===== src/rtl/canvas_vram_arbiter.sv =====
`default_nettype none
// canvas_vram_arbiter: owns the canvas RAM port; display read > clear engine > draw write.
// Rev 1.0 - initial release
module canvas_vram_arbiter #(
  parameter int DW    = 15,
  parameter int H_LEN = 200,
  parameter int V_LEN = 150,
  parameter int PIX_N = H_LEN * V_LEN
) (
  input  logic          pclk,
  input  logic          rstn,
  input  logic          disp_en,
  input  logic [DW-1:0] disp_addr,
  output logic [11:0]   disp_data,
  output logic          disp_valid,
  input  logic          draw_req,
  input  logic [DW-1:0] draw_addr,
  input  logic [11:0]   draw_data,
  output logic          draw_ack,
  output logic          draw_err,
  input  logic          clr_start,
  input  logic [11:0]   clr_color,
  output logic          clr_busy,
  output logic          clr_done,
  output logic [DW-1:0] mem_addr,
  output logic [11:0]   mem_wdata,
  output logic          mem_we,
  input  logic [11:0]   mem_rdata
);

  localparam logic [DW-1:0] LAST_ADDR = DW'(PIX_N - 1);
  localparam logic [DW:0]   PIX_N_EXT = (DW+1)'(PIX_N);

  typedef enum logic [1:0] {
    ST_IDLE  = 2'd0,
    ST_CLEAR = 2'd1,
    ST_DONE  = 2'd2
  } clr_state_t;

  clr_state_t    state_q, state_d;
  logic [DW-1:0] clr_ptr_q, clr_ptr_d;
  logic [11:0]   clr_color_q, clr_color_d;
  logic          clr_busy_q, clr_busy_d;
  logic          clr_done_q, clr_done_d;
  logic [DW-1:0] mem_addr_q, mem_addr_d;
  logic [11:0]   mem_wdata_q, mem_wdata_d;
  logic          mem_we_q, mem_we_d;
  logic          draw_ack_q, draw_ack_d;
  logic          draw_err_q, draw_err_d;
  logic [1:0]    disp_pipe_q;

  always_comb begin
    state_d     = state_q;
    clr_ptr_d   = clr_ptr_q;
    clr_color_d = clr_color_q;
    clr_busy_d  = clr_busy_q;
    clr_done_d  = 1'b0;
    mem_addr_d  = mem_addr_q;
    mem_wdata_d = mem_wdata_q;
    mem_we_d    = 1'b0;
    draw_ack_d  = 1'b0;
    draw_err_d  = 1'b0;

    // Start/finish bookkeeping runs regardless of who owns the port this cycle.
    case (state_q)
      ST_IDLE: begin
        if (clr_start) begin
          clr_color_d = clr_color;
          clr_ptr_d   = '0;
          clr_busy_d  = 1'b1;
          state_d     = ST_CLEAR;
        end
      end
      ST_DONE: begin
        clr_done_d = 1'b1;
        clr_busy_d = 1'b0;
        state_d    = ST_IDLE;
      end
      ST_CLEAR: ;
      default: state_d = ST_IDLE;
    endcase

    if (disp_en) begin
      mem_addr_d = disp_addr;
    end else if (state_q == ST_CLEAR) begin
      mem_addr_d  = clr_ptr_q;
      mem_wdata_d = clr_color_q;
      mem_we_d    = 1'b1;
      clr_ptr_d   = clr_ptr_q + DW'(1);
      if (clr_ptr_q == LAST_ADDR) state_d = ST_DONE;
    end else if (draw_req && !draw_ack_q) begin
      // Gating on draw_ack_q keeps a still-held request from writing twice.
      mem_addr_d  = draw_addr;
      mem_wdata_d = draw_data;
      draw_ack_d  = 1'b1;
      if ({1'b0, draw_addr} < PIX_N_EXT) mem_we_d = 1'b1;
      else draw_err_d = 1'b1;
    end
  end

  always_ff @(posedge pclk) begin
    if (!rstn) begin
      state_q     <= ST_IDLE;
      clr_ptr_q   <= '0;
      clr_color_q <= '0;
      clr_busy_q  <= 1'b0;
      clr_done_q  <= 1'b0;
      mem_addr_q  <= '0;
      mem_wdata_q <= '0;
      mem_we_q    <= 1'b0;
      draw_ack_q  <= 1'b0;
      draw_err_q  <= 1'b0;
      disp_pipe_q <= '0;
    end else begin
      state_q     <= state_d;
      clr_ptr_q   <= clr_ptr_d;
      clr_color_q <= clr_color_d;
      clr_busy_q  <= clr_busy_d;
      clr_done_q  <= clr_done_d;
      mem_addr_q  <= mem_addr_d;
      mem_wdata_q <= mem_wdata_d;
      mem_we_q    <= mem_we_d;
      draw_ack_q  <= draw_ack_d;
      draw_err_q  <= draw_err_d;
      disp_pipe_q <= {disp_pipe_q[0], disp_en};
    end
  end

  assign disp_data  = mem_rdata;
  assign disp_valid = disp_pipe_q[1];
  assign draw_ack   = draw_ack_q;
  assign draw_err   = draw_err_q;
  assign clr_busy   = clr_busy_q;
  assign clr_done   = clr_done_q;
  assign mem_addr   = mem_addr_q;
  assign mem_wdata  = mem_wdata_q;
  assign mem_we     = mem_we_q;

endmodule
`default_nettype wire


===== config.mk =====
export PLATFORM = sky130hd
export DESIGN_NAME = canvas_vram_arbiter
export DESIGN_NICKNAME = d
export VERILOG_FILES = /design/src/rtl/canvas_vram_arbiter.sv
export SDC_FILE = /design/constraint.sdc
export NUM_CORES = 1
export LEC_CHECK = 0
export CAP_MARGIN = 30
export CORE_AREA = 2 2 113 115
export CTS_BUF_LIST = sky130_fd_sc_hd__clkbuf_16
export CTS_CLUSTER_SIZE = 20
export DETAILED_ROUTE_END_ITERATION = 10
export DIE_AREA = 0 0 115 117
export HOLD_SLACK_MARGIN = 0.12
export MAX_ROUTING_LAYER = met4
export SYNTH_ARGS = -nofsm -noshare
export SYNTH_HDL_FRONTEND = slang
export SYNTH_SLANG_ARGS = --single-unit

===== constraint.sdc =====
create_clock -name pclk -period 1.9 [get_ports pclk]
set_input_delay 0.38 -clock pclk [delete_from_list [all_inputs] [get_ports pclk]]
set_output_delay 0.38 -clock pclk [all_outputs]
set_load 0.01 [all_outputs]

---- After elaboration in Yosys (flattened, before gate mapping) ----
Cells that the tools add are included.
Widths: inputs -> output; s select.
cells by class
  equal/unequal tests ..................... 4
  bitwise operators ....................... 3
  multiplexer cells ....................... 22
  reduce and logical (&&, ||, !) cells .... 12
  add/subtract/negate cells ............... 1
  order comparisons ....................... 1
operators with widths
  kind                   number
  $mux 15                7
  $mux 12                2
  $add 15x1->15 const B  1
  $eq 15x15->1 const B   1
  $lt 15x15->1 const B   1
  $mux 2                 4
  $mux 1                 7
  $reduce_and 2->1       3
  $pmux 2 s2             1
  $reduce_bool 2->1      2
  $reduce_or 4->1        1
  $not 1->1              3
  $reduce_bool 3->1      1
  $reduce_or 3->1        1
  $eq 2x1->1 const B     1
  $eq 2x2->1 const B     1
  $logic_not 2->1        1
  $ne 2x2->1 const B     1
  $pmux 1 s2             1
  $reduce_or 2->1        1
  $logic_and 1x1->1      1
  $logic_not 1->1        1
storage, ports and cells
  word-level logic and storage cells ...... 54
  register bits ........................... 63
  output and inout port bits .............. 45

---- Logic depth before layout (Yosys ltp) ----
Gate-level depths: netlist of run 1.
  depth after elaboration ................. 5
  gate-level depth with buffers ........... 6

---- Worst setup path after synthesis of run 1 ----
OpenSTA, ideal clock, no wires.
  path type ............................... register -> register
  start point ............................. register state_q[1]
  end point ............................... register clr_ptr_q[8]
  slack ................................... 208 ps
  stages on the path, launching flop included .. 7
  setup time .............................. 64 ps
  clock period less this slack ............ 1692 ps
  arrival ................................. 1628 ps
  path through ............................ dfxtp_1 buf_6 or3b_4 buf_6 nor4_1 mux2_2 nor2_1
between the ends
  longest elaborated chain between the ends .. 4
  elaborated cells on any way between the ends .. 5
  classes of those cells .................. eq/ne: 1; mux: 3; reduce/logical: 1
ends and longest elaborated chain
  what                    line  RTL
  from (decl)             40    clr_state_t state_q, state_d;
  from (signal assigned)  115   state_q <= state_d;
  $logic_not 2->1         65    case (state_q)
  $mux 15                 65
  $mux 15                 85    end else if (state_q == ST_CLEAR) begin
  $mux 15 (*)             83    if (disp_en) begin
  to (signal assigned)    116   clr_ptr_q <= clr_ptr_d;
  to (decl)               41    logic [DW-1:0] clr_ptr_q, clr_ptr_d;
Mark *: on every way between the ends. The rest lies on a longest branch, timed or not.
A chain may end at the register's enable or synchronous reset.

---- Final worst setup path of run 1 ----
  start point ............................. input disp_en
  end point ............................... register clr_ptr_q[6]
between the ends
  longest elaborated chain between the ends .. 1
ends and longest elaborated chain
  what         line  RTL
  from (decl)  12    input logic disp_en,
  $mux 15      83
No other way between the ends.

==> flow_summary.toml, run 1 <==
[run_status]
status = "complete, no violations"

[setup_path]
critical_path_class = "primary input to register"
start_kind = "primary input"
cpPeakStageDelay_ns = 0.47
crit_chain = "clkdlybuf4s50_1, or3b_4, buf_4, or4_1, a21oi_1"
cp_max_fo = 10
worstPathRequired_ns = 2.15
path_delay_family = "simple AND/OR/NAND/NOR gates"
critPathArrivalTime_ns = 2.07
path_buf_inv = 2
critPathCaptureType = "register"
cp_slowest_cell = "or4_1"

[cells_and_area]
n_antenna_cell = 0
fin_cells = 586
design_area_sq_um = 4359
nNetsFinal = 505
drive_gt1_share_pct = 13.53
fillCellCount = 1276
syn_to_final_growth_pct = 46.20

[timing]
slew_violations = 0
fin_tns_setup_ns = 0
worst_slew_pin_slew_ns = 0.3750
setup_viol = 0
fin_skew_ns = 0.005195
rsz0062_at_grt = "false"
hold-worst-slack_ns = 0.4454
hold_violations = 0
period_share_pct = 95.75
relSlewSlack_pct = 74.36
fmax_mhz = 549.7
finalWorstPathRequiredPeriod_ns = 1.819

[synthesis]
syn_area_sq_um = 2982
synth_async_sr_flop_share_pct = 0
syn_area_per_cell_sq_um = 8.718
ys_types = 40
ys_seq_area_share_pct = 42.30
yosys_warnings = 0
syn_nets = 414
netlist_instances = 342
synth_seq_cells = 63
synth_top_flop_cell = "dfxtp_1"
synth_edf_count = 0

[clock_tree]
clock_tree.buffer_depth = 2
post_cts_buffers = 0
clk_latency_ns = 0.32
cts_tree = "done"
hold_buffers = 0
cts_buffers = 9
cts.reportedPaths.clkPinSlew_ns = 0.05
root_buffer = "clkbuf_16"
htree_levels = 3
clock-sinks = 63
cts_resized = 0

[route]
routed_wl_microns = 8603
num_vias = 2802
dr.pass1.iters = 4
drt_iter0_markers = 147
ant_nets = 0
drc_errors = 0
drt-vias-per-instance = 4.782
wl_per_cell_microns = 14.68

[pwr]
combPwrFrac_pct = 16.0
power_frac_clock_pct = 43.2
switching_share_pct = 23.09
leakagePower_uw = 0.001667
switchingPower_uw = 808.2
vdd_drop_max_v = 0.0002936
powerDensity_nw_per_um2 = 803.0
seq_power_share_pct = 40.8
internal_power_uw = 2692

[global_route]
grtUsageTotal_pct = 13.73
grt_pass1_vias = 2810
grt-ovfl-total = 0
grt_start_max_net_pins = 39
antenna_found_initial = 0
grt_pass1_wl_microns = 14080

[place]
gp_congestion = 0.8311
port_buffers = 91
dpl_cell_area_sq_um = 4086
dp_hpwl_microns = 6369
dp.cells = 572

[floorplan]
ios = 116
floorplan.core_area_sq_um = 12310
fp-row-count = 41
die_y_microns = 117
initial_core_util_pct = 24.22
die-area_sq_um = 13460
chipWidth_microns = 115

[flow_run]
maxCapViolCount = 0

[min_path]
hold_class = "register to register"
cell families after synthesis:
group	after synthesis	synth area share, %
AND/OR/NAND/NOR	138	22.91
AO/OA/AOI/OAI	64	13.72
flip-flops	63	42.30
buffers and inverters	41	8.141
multiplexers	35	12.50
adder cells (fa/ha/maj)	1	0.4196
metal layers:
layer / vias to the layer above / GRT usage [%] / wire length [microns]
met1: 1328 / 17.17 / 3968
li1: 1388 / - / -
met4: 0 / 5.783 / 155
met3: 10 / 3.141 / 439
met2: 76 / 21.41 / 4039
met5: - / - / 0
synth_stat cells (all sizes together), types with 2 or more instances:
cell | number | share of area (%)
dfxtp | 63 | 42
nand2 | 56 | 7.0
a21oi | 23 | 3.9
buf | 22 | 5.7
nor2 | 22 | 2.8
nand3 | 21 | 3.5
mux2 | 18 | 6.8
mux2i | 17 | 5.7
o21ai | 16 | 2.7
clkbuf | 13 | 1.6
a311oi | 12 | 3.5
inv | 6 | 0.76
nand2b | 5 | 1.0
and2 | 4 | 0.84
nand4b | 4 | 1.2
nor3 | 4 | 0.67
nor3b | 4 | 1.0
nor4 | 4 | 1.3
or4 | 4 | 1.0
o311ai | 3 | 0.88
or3 | 3 | 0.67
a41o | 2 | 0.67
nand4 | 2 | 0.42
o211ai | 2 | 0.50
or3b | 2 | 0.67
power by group through the flow:
stage,sequential [uW],combinational [uW],clock (uW)
CTS,1430,568,1550
finish,1430,562,1510
global placement,1450,560,0
floorplan,1470,257,0
global route,1430,615,1630
detailed placement,1450,566,0
sequential cells by signal, indices dropped and copies added, names as in the netlist, 2 cells and up:
name,flops
clr_ptr_q,15
mem_wdata,12
mem_addr,15
state_q,2
disp_pipe_q,2
clr_color_q,12
final cells by class:
type	count	area [sq um]	area share, %
multi-input cells	238	1489	34.16
well taps	150	187.7	4.305
repair buffers	115	1129	25.89
flip-flops and latches	63	1261	28.93
clock inverters	5	45.04	1.033
clock buffers	9	225.2	5.166
inverters	6	22.52	0.5166
through the flow:
step	setup slack (ns)	util (%)	power, uW
2_1_floorplan	0.2076	-	1729
4_1_cts	0.08138	35.39	3549
3_3_place_gp	-0.2238	33.19	2014
3_5_place_dp	-0.2420	33.19	2020
5_1_grt	0.02475	35.41	3683
6_report	0.08067	35.41	3501
layout by cell type (no fill, tap or decap), drive strengths merged, types with 5 or more instances in the layout:
| cell type | n |
|---|---|
| nor2 | 22 |
| nand2b | 5 |
| clkdlybuf4s50 | 91 |
| mux2 | 18 |
| o21ai | 16 |
| inv | 9 |
| buf | 24 |
| mux2i | 17 |
| nand2 | 56 |
| nand3 | 21 |
| a21oi | 23 |
| dfxtp | 63 |
| clkbuf | 9 |
| a311oi | 12 |
final timing paths:
kind                       start        endpoint  depth (start not counted)  slack [ns]
setup reg to reg    clr_ptr_q[0]      state_q[0]                          5        0.18
hold / removal    disp_pipe_q[0]  disp_pipe_q[1]                          1        0.45
setup / recovery         disp_en    clr_ptr_q[6]                          5        0.08
hold reg to reg   disp_pipe_q[0]  disp_pipe_q[1]                          1        0.45
No activity file was read; power rests on OpenSTA's default activity.
==> inputs of run 2 (changes only) <==
Settings changed: RECOVER_POWER set to 50.
==> run 2 against run 1 <==
Against the previous run: combinational power shrank 3%; clock-buffer cell count is the same; total power shrank 0.59%; design area shrank 0.49%; critical path type unchanged; cell count is the same; wire length grew 0.29%; clock skew is essentially flat; sequential power is essentially flat; sequential share of layout area grew 0.14 points.
==> flow_summary.toml, run 2 (synthesized netlist as in run 1, its figures left out) <==
[run_status]
status = "complete, no violations"

[clock_tree]
clk_latency_ns = 0.32
cts.reportedPaths.clkPinSlew_ns = 0.05
cts_buffers = 9
root_buffer = "clkbuf_16"
post_cts_buffers = 0
clock_tree.buffer_depth = 2
hold_buffers = 0
clock-sinks = 63
cts_tree = "done"
htree_levels = 3

[route]
ant_nets = 0
wl_per_cell_microns = 14.72
drt_iter0_markers = 182
drc_errors = 0
num_vias = 2790
dr.pass1.iters = 4
routed_wl_microns = 8628
drt-vias-per-instance = 4.761

[place]
gp_congestion = 0.8311
dp_hpwl_microns = 6369
dpl_worst_slack_ns = -0.2420
port_buffers = 91

[timing]
relSlewSlack_pct = 52.15
setup_viol = 0
worst_slew_pin_slew_ns = 0.7178
fin_skew_ns = 0.005202
hold-worst-slack_ns = 0.4453
finalWorstPathRequiredPeriod_ns = 1.822
hold_violations = 0
setup_ws_ns = 0.07833
rsz0062_at_grt = "false"
slew_violations = 0
period_share_pct = 95.88
fmax_mhz = 548.9

[cells_and_area]
final_cell_mix = "clkdlybuf4s50_1, dfxtp_1, nand2_1, dlygate4sd3_1"
nNetsFinal = 505
drive_gt1_share_pct = 13.30
syn_to_final_growth_pct = 45.49
n_antenna_cell = 0
final_common_cell = "clkdlybuf4s50_1"

[setup_path]
critPathCaptureType = "register"
cp_max_fo = 10
critPathArrivalTime_ns = 2.07
worstPathRequired_ns = 2.15
critical_path_class = "primary input to register"
start_kind = "primary input"

[floorplan]
ios = 116
die-area_sq_um = 13460
die_y_microns = 117
chipWidth_microns = 115
floorplan.core_area_sq_um = 12310
initial_core_util_pct = 24.22
fp-row-count = 41

[pwr]
leakagePower_uw = 0.001712
powerDensity_nw_per_um2 = 802.2
vdd_drop_max_v = 0.0002911

[global_route]
grt_pass1_vias = 2810
grt-ovfl-total = 0
grt_pass1_wl_microns = 14080
grt_start_max_net_pins = 39
antenna_found_initial = 0
grtUsageTotal_pct = 13.73

[min_path]
hold_class = "register to register"

[flow_run]
maxCapViolCount = 0
[run 2: power by group]
part / total, uW / internal (uW) / switching, uW / leakage, uW
combinational: 543 / 303 / 240 / 0.00105
sequential: 1430 / 1390 / 33.8 / 0.000517
clock: 1510 / 979 / 531 / 0.000143
[run 2: final cells by class]
class / instances / area [sq um]
multi-input cells: 238 / 1489
well taps: 150 / 187.7
inverters: 6 / 22.52
fillers: 1282 / 7974
clock buffers: 9 / 225.2
clock inverters: 5 / 45.04
flip-flops and latches: 63 / 1261
repair buffers: 115 / 1107
[run 2: worst max-delay path: stages]
cell and delay, ns:
clkdlybuf4s50_1 0.44, or3b_4 0.46, buf_4 0.18, or4_1 0.47
a21oi_1 0.15
[run 2: timing repair]
item / in CTS / in global routing
gates resized for setup: 0 / 1
endpoints found under the setup margin: 0 / 1
endpoints found under the hold margin: 0 / 0
[run 2: metal layers]
layer  wire (microns)  up-vias  GRT usage [%]
met4              158        0          5.783
met5                0        -              -
li1                 -     1388              -
met3              414       10          3.141
met1             3992     1321          17.17
met2             4062       71          21.41
[run 2: metrics by stage]
| stage | TNS [ns] | cell area [sq um] | util (%) | total power, uW | std cells |
|---|---|---|---|---|---|
| floorplan | 0 | 2982 | - | 1729 | 342 |
| global placement | -2.361 | 4086 | 33.19 | 2014 | 572 |
| detailed placement | -2.770 | 4086 | 33.19 | 2020 | 572 |
| CTS | 0 | 4357 | 35.39 | 3549 | 586 |
| global route | 0 | 4338 | 35.23 | 3663 | 586 |
| finish | 0 | 4338 | 35.23 | 3480 | 586 |
[run 2: path summary, 6_finish.rpt]
kind         slack, ns  cells after the start            from        endpoint
max reg2reg       0.17                      5    clr_ptr_q[0]      state_q[0]
min               0.45                      1  disp_pipe_q[0]  disp_pipe_q[1]
min reg2reg       0.45                      1  disp_pipe_q[0]  disp_pipe_q[1]
max               0.08                      5         disp_en    clr_ptr_q[6]
